### config.mk
export PLATFORM = sky130hd
export DESIGN_NAME = fetch_seq
export DESIGN_NICKNAME = d
export VERILOG_FILES = /design/src/rtl/fetch_seq.sv
export SDC_FILE = /design/constraint.sdc
export NUM_CORES = 1
export LEC_CHECK = 0
export CAP_MARGIN = 10
export CORE_MARGIN = 8
export CORE_UTILIZATION = 46
export CTS_CLUSTER_DIAMETER = 40
export DETAILED_ROUTE_END_ITERATION = 12
export PLACE_DENSITY_LB_ADDON = 0.3
export SYNTH_ARGS = -nofsm -noshare
export SYNTH_HDL_FRONTEND = slang
export SYNTH_SLANG_ARGS = --single-unit
### constraint.sdc
create_clock -name clk -period 2.6 [get_ports clk]
set_clock_uncertainty 0.05 [all_clocks]
set_input_delay 0.52 -clock clk [delete_from_list [all_inputs] [get_ports clk]]
set_output_delay 0.52 -clock clk [all_outputs]
set_load 0.05 [all_outputs]
### src/rtl/fetch_seq.sv
// rtl/fetch_seq.sv - mos6502 instruction-fetch sequencer
// Owns the PC, fetches opcode plus 0..2 operand bytes and issues one instruction per valid/ready transfer.
module fetch_seq #(
  parameter int                ADDR_W   = 16,
  parameter int                DATA_W   = 8,
  parameter int                MEM_LAT  = 1,
  parameter logic [ADDR_W-1:0] RESET_PC = '0
) (
  input  logic                clk,
  input  logic                rst_n,
  output logic [ADDR_W-1:0]   mem_addr,
  output logic                mem_rd,
  input  logic [DATA_W-1:0]   mem_rdata,
  input  logic [1:0]          op_len,
  input  logic                pc_load,
  input  logic [ADDR_W-1:0]   pc_load_addr,
  input  logic                halt,
  output logic                ins_valid,
  input  logic                ins_ready,
  output logic [DATA_W-1:0]   ins_opcode,
  output logic [2*DATA_W-1:0] ins_operand,
  output logic [1:0]          ins_len,
  output logic [ADDR_W-1:0]   ins_pc,
  output logic [2:0]          state_o
);

  localparam int                LAT_W    = (MEM_LAT > 1) ? $clog2(MEM_LAT) : 1;
  localparam logic [LAT_W-1:0]  LAT_LAST = LAT_W'(MEM_LAT - 1);

  typedef enum logic [2:0] {
    IDLE     = 3'd0,
    FETCH_OP = 3'd1,
    WAIT_OP  = 3'd2,
    FETCH_LO = 3'd3,
    WAIT_LO  = 3'd4,
    FETCH_HI = 3'd5,
    WAIT_HI  = 3'd6,
    VALID    = 3'd7
  } state_t;

  state_t            state, state_nx;
  logic [ADDR_W-1:0] pc;
  logic [LAT_W-1:0]  lat_cnt;
  logic              decide;
  logic [1:0]        opnd_cnt;
  logic [1:0]        eff_len;
  logic              waiting;
  logic              rd_done;

  // decide marks the extra WAIT_OP cycle in which the decoder's op_len is sampled
  assign eff_len  = (op_len == 2'd3) ? 2'd2 : op_len;
  assign waiting  = ((state == WAIT_OP) || (state == WAIT_LO) || (state == WAIT_HI)) && !decide;
  assign rd_done  = waiting && (lat_cnt == LAT_LAST);

  assign mem_addr  = pc;
  assign mem_rd    = (state == FETCH_OP) || (state == FETCH_LO) || (state == FETCH_HI);
  assign ins_valid = (state == VALID);
  assign state_o   = state;

  always_ff @(posedge clk or negedge rst_n) begin
    if (!rst_n) state <= IDLE;
    else        state <= state_nx;
  end

  always_comb begin
    state_nx = state;
    case (state)
      IDLE:     if (!halt) state_nx = FETCH_OP;
      FETCH_OP: state_nx = WAIT_OP;
      WAIT_OP:  if (decide) state_nx = (eff_len == 2'd0) ? VALID : FETCH_LO;
      FETCH_LO: state_nx = WAIT_LO;
      WAIT_LO:  if (rd_done) state_nx = (opnd_cnt == 2'd2) ? FETCH_HI : VALID;
      FETCH_HI: state_nx = WAIT_HI;
      WAIT_HI:  if (rd_done) state_nx = VALID;
      VALID:    if (ins_ready) state_nx = IDLE;
      default:  state_nx = IDLE;
    endcase
    if (pc_load) state_nx = IDLE;
  end

  always_ff @(posedge clk or negedge rst_n) begin
    if (!rst_n) begin
      pc          <= RESET_PC;
      lat_cnt     <= '0;
      decide      <= 1'b0;
      opnd_cnt    <= 2'd0;
      ins_opcode  <= '0;
      ins_operand <= '0;
      ins_len     <= 2'd0;
      ins_pc      <= RESET_PC;
    end else if (pc_load) begin
      pc      <= pc_load_addr;
      lat_cnt <= '0;
      decide  <= 1'b0;
    end else begin
      lat_cnt <= (waiting && !rd_done) ? lat_cnt + LAT_W'(1) : '0;
      if (rd_done) pc <= pc + ADDR_W'(1);
      if (rd_done && (state == WAIT_OP)) begin
        ins_opcode  <= mem_rdata;
        ins_pc      <= pc;
        ins_operand <= '0;
        decide      <= 1'b1;
      end
      if (decide) begin
        decide   <= 1'b0;
        opnd_cnt <= eff_len;
        ins_len  <= eff_len + 2'd1;
      end
      if (rd_done && (state == WAIT_LO)) ins_operand[DATA_W-1:0]        <= mem_rdata;
      if (rd_done && (state == WAIT_HI)) ins_operand[2*DATA_W-1:DATA_W] <= mem_rdata;
    end
  end

endmodule

==> results.cfg, run 1 <==
[synthesis]
syn_nets = 294
synth_edf_count = 0
synth_most_common_cell = dfrtp_1
ys_seq_area_share_pct = 56.5
synthArstFlopShare_pct = 100
synth_commonest_cells = dfrtp_1 (65), nand2_1 (33), mux2_2 (25)
synth_top_area_share_pct = 56.5
synth_top_area_cell = dfrtp_1
synthCells = 262
syn-cell-area_um2 = 2880
yosys-top-cells-area = dfrtp_1 (56%), mux2_2 (9.8%), nand2_1 (4.3%)
synth_warnings = 0
ys_ff_latch = 65
yosys_most_used_dff = dfrtp_1
syn_avg_cell_area_um2 = 11.0
synth.distinct_cells = 45

[sta]
worst_slew_pin_slew_ns = 0.573
final.setup.tns_ns = 0
drv_slew = 0
fin_crit_sh_pct = 93.6
fmax_ghz = 0.411
rsz0062_at_grt = no
hold_violations = 0
max_slew_margin_pct = 61.4
setup_viol_count_final = 0
period_needed_ns = 2.43

[worst_setup_path]
required_ns = 2.03
cp_cell_sequence = clkdlybuf4s50_1
critPathMaxStageDelay_ns = 0.92
path_class = reg2out
arrival_ns = 1.86
slowest_stage = clkdlybuf4s50_1
worst-path-max-fanout = 14
path_buf_inv = 1
path_delay_family = buffers and inverters
startpoint_type = register
ff2ff_setup_slack_ns = 0.25
end_kind = output pin

[clocking]
ctsHoldBuffers = 0
clk_latency_ns = 0.34
clk_path_buf_depth = 2
numCtsBuffers = 9
cts_setup_buffers = 0
cts_sinks = 65
h-tree-depth = 3
clockRootBuffer = clkbuf_8
clk_pin_slew_ns = 0.07
cts_tree = done
cts_resized = 0

[power_and_ir_drop]
power.leakage_nw = 1.76
power_density_nw_per_um2 = 1330
peakVddDrop_v = 0.000839

[final_layout]
diodes = 0
num-fill-cells = 484
fin_area_um2 = 4190
final_util_pct = 67.5
multiInputGateArea_um2 = 1160
syn2layout_area_growth_pct = 45.5
drive_above_1_share_pct = 17.4
regArea_um2 = 1630
final_nets = 395

[global_route]
grtUsageTotal_pct = 17.7
globalRouteOverflowTotal = 0
antenna_found_initial = 0
grt_pass1_vias = 2429
grt_max_degree = 33
grt_pass1_wl_um = 12500

[detailed_routing]
totalWireLength_um = 7550
drtIter0Drc = 111
ant_nets = 0
vias = 2423
drtPass1Iterations = 4
vias_per_cell = 5.44
wl_per_cell_um = 17.0
drc = 0

[outcome]
status = finished, final reports clean

[place]
hpwl_um = 5660
io_buffers = 93
place.gp.congestion = 0.814
placed_cell_area_um2 = 3950

[floorplanning]
initial_core_util_pct = 46.4
dieHeight_um = 95.1
io_pins = 94
die_w_um = 95.1
num_rows = 29
die_area_um2 = 9050
core_um2 = 6200

[flow_run]
maxCapViolations = 0

[min_path]
min_path_type = in2async
==> registers in the layout (all words and copies together) (netlist names), 2 cells and up <==
register     flops
ins_opcode       8
ins_pc          16
ins_len          2
mem_addr        16
ins_operand     16
opnd_cnt         2
state_o          3
==> worst reg2reg max path: stages (launching register included) <==
cell and delay (ns):
dfrtp_1 0.44, or3_1 0.38, or4_1 0.70, or4_1 0.51
a31oi_1 0.19
==> routing by layer <==
layer	wire length, µm	track usage [%]	share of wire, %
met2	3660	27.3	48
met1	3130	22.4	41
met4	132	6.11	1.7
met3	623	6.46	8.3
met5	0	0	0
==> cells by family (layout without fill, tap and decap cells) <==
| family | after synthesis | in the layout | share of synthesized area [%] |
|---|---|---|---|
| multiplexers | 29 | 29 | 11.2 |
| adder cells (fa/ha/maj) | 1 | 1 | 0.434 |
| flip-flops | 65 | 65 | 56.5 |
| XOR/XNOR | 7 | 7 | 2.13 |
| buffers and inverters | 24 | 130 | 3.52 |
| AO/OA/AOI/OAI | 54 | 54 | 12.6 |
| AND/OR/NAND/NOR | 81 | 81 | 13.6 |
| other | 1 | 1 | 0.130 |
==> per-stage QoR <==
| step | setup WS, ns | hold slack (ns) | std cells | total power [W] |
|---|---|---|---|---|
| finish | 0.166 | 0.0599 | 445 | 0.00556 |
| global placement | 0.316 | 0.406 | 429 | 0.00451 |
| CTS | 0.153 | 0.0639 | 445 | 0.00561 |
| global route | 0.0996 | 0.0724 | 445 | 0.00583 |
| floorplan | 0.0323 | 0.174 | 262 | 0.00352 |
| detailed placement | 0.283 | 0.419 | 429 | 0.00457 |
==> final cells by class <==
cell class	count	area share, %
Clock inverter	7	2.84
Multi-Input combinational cell	173	27.7
Sequential cell	65	38.8
Inverter	10	0.896
Timing Repair Buffer	104	24.5
Tap cell	77	2.30
Clock buffer	9	2.96
==> placed cells by master (no fill, tap or decap), types with 3 or more instances in the layout <==
| master | netlist | routed |
|---|---|---|
| a21oi_1 | 3 | 3 |
| a22o_1 | 8 | 8 |
| a31oi_1 | 4 | 4 |
| buf_4 | 0 | 12 |
| bufinv_16 | 0 | 3 |
| clkbuf_8 | 0 | 9 |
| clkdlybuf4s50_1 | 0 | 89 |
| dfrtp_1 | 65 | 65 |
| inv_1 | 10 | 10 |
| mux2_2 | 25 | 25 |
| mux2i_1 | 4 | 4 |
| nand2_1 | 33 | 33 |
| nand3_1 | 5 | 5 |
| nand4_1 | 3 | 3 |
| nor2_1 | 15 | 15 |
| nor3_1 | 6 | 6 |
| nor4_1 | 5 | 5 |
| o21ai_0 | 22 | 22 |
| or3_2 | 3 | 3 |
| xnor2_1 | 6 | 6 |
==> worst paths after layout <==
check | startpoint | endpoint | cells past startpoint
setup / recovery | state_o[1]$_DFFE_PN0P_ | state_o[1] | 1
hold / removal | rst_n | ins_pc[11]$_DFFE_PN0P_ | 1
setup reg to reg | decide$_DFF_PN0_ | mem_addr[15]$_DFFE_PN0P_ | 4
hold reg to reg | opnd_cnt[0]$_DFFE_PN0P_ | opnd_cnt[0]$_DFFE_PN0P_ | 1
max in group asynchronous | rst_n | ins_operand[7]$_DFFE_PN0P_ | 2
min in group clk | opnd_cnt[0]$_DFFE_PN0P_ | opnd_cnt[0]$_DFFE_PN0P_ | 1
==> power by group <==
part           total, W  switching (W)  internal [W]
logic           0.00288        0.00185       0.00103
registers       0.00165       0.000263       0.00139
clock network   0.00104       0.000400      0.000636
total           0.00556        0.00251       0.00305
No activity file was read; power rests on OpenSTA's default activity.
==> run 2, diff against run 1 <==
--- a/config.mk
+++ b/config.mk
@@ -11,6 +11,7 @@
 export CTS_CLUSTER_DIAMETER = 40
 export DETAILED_ROUTE_END_ITERATION = 12
 export PLACE_DENSITY_LB_ADDON = 0.3
+export SLEW_MARGIN = 20
 export SYNTH_ARGS = -nofsm -noshare
 export SYNTH_HDL_FRONTEND = slang
 export SYNTH_SLANG_ARGS = --single-unit
==> results of run 2 <==
No change in the layout: final DEF, timing and power equal those of run 1.
==> run 3, diff against run 2 <==
--- a/config.mk
+++ b/config.mk
@@ -9,6 +9,7 @@
 export CORE_MARGIN = 8
 export CORE_UTILIZATION = 46
 export CTS_CLUSTER_DIAMETER = 40
+export CTS_CLUSTER_SIZE = 25
 export DETAILED_ROUTE_END_ITERATION = 12
 export PLACE_DENSITY_LB_ADDON = 0.3
 export SLEW_MARGIN = 20
==> results of run 3 <==
No change in the layout: final DEF, timing and power equal those of run 1.
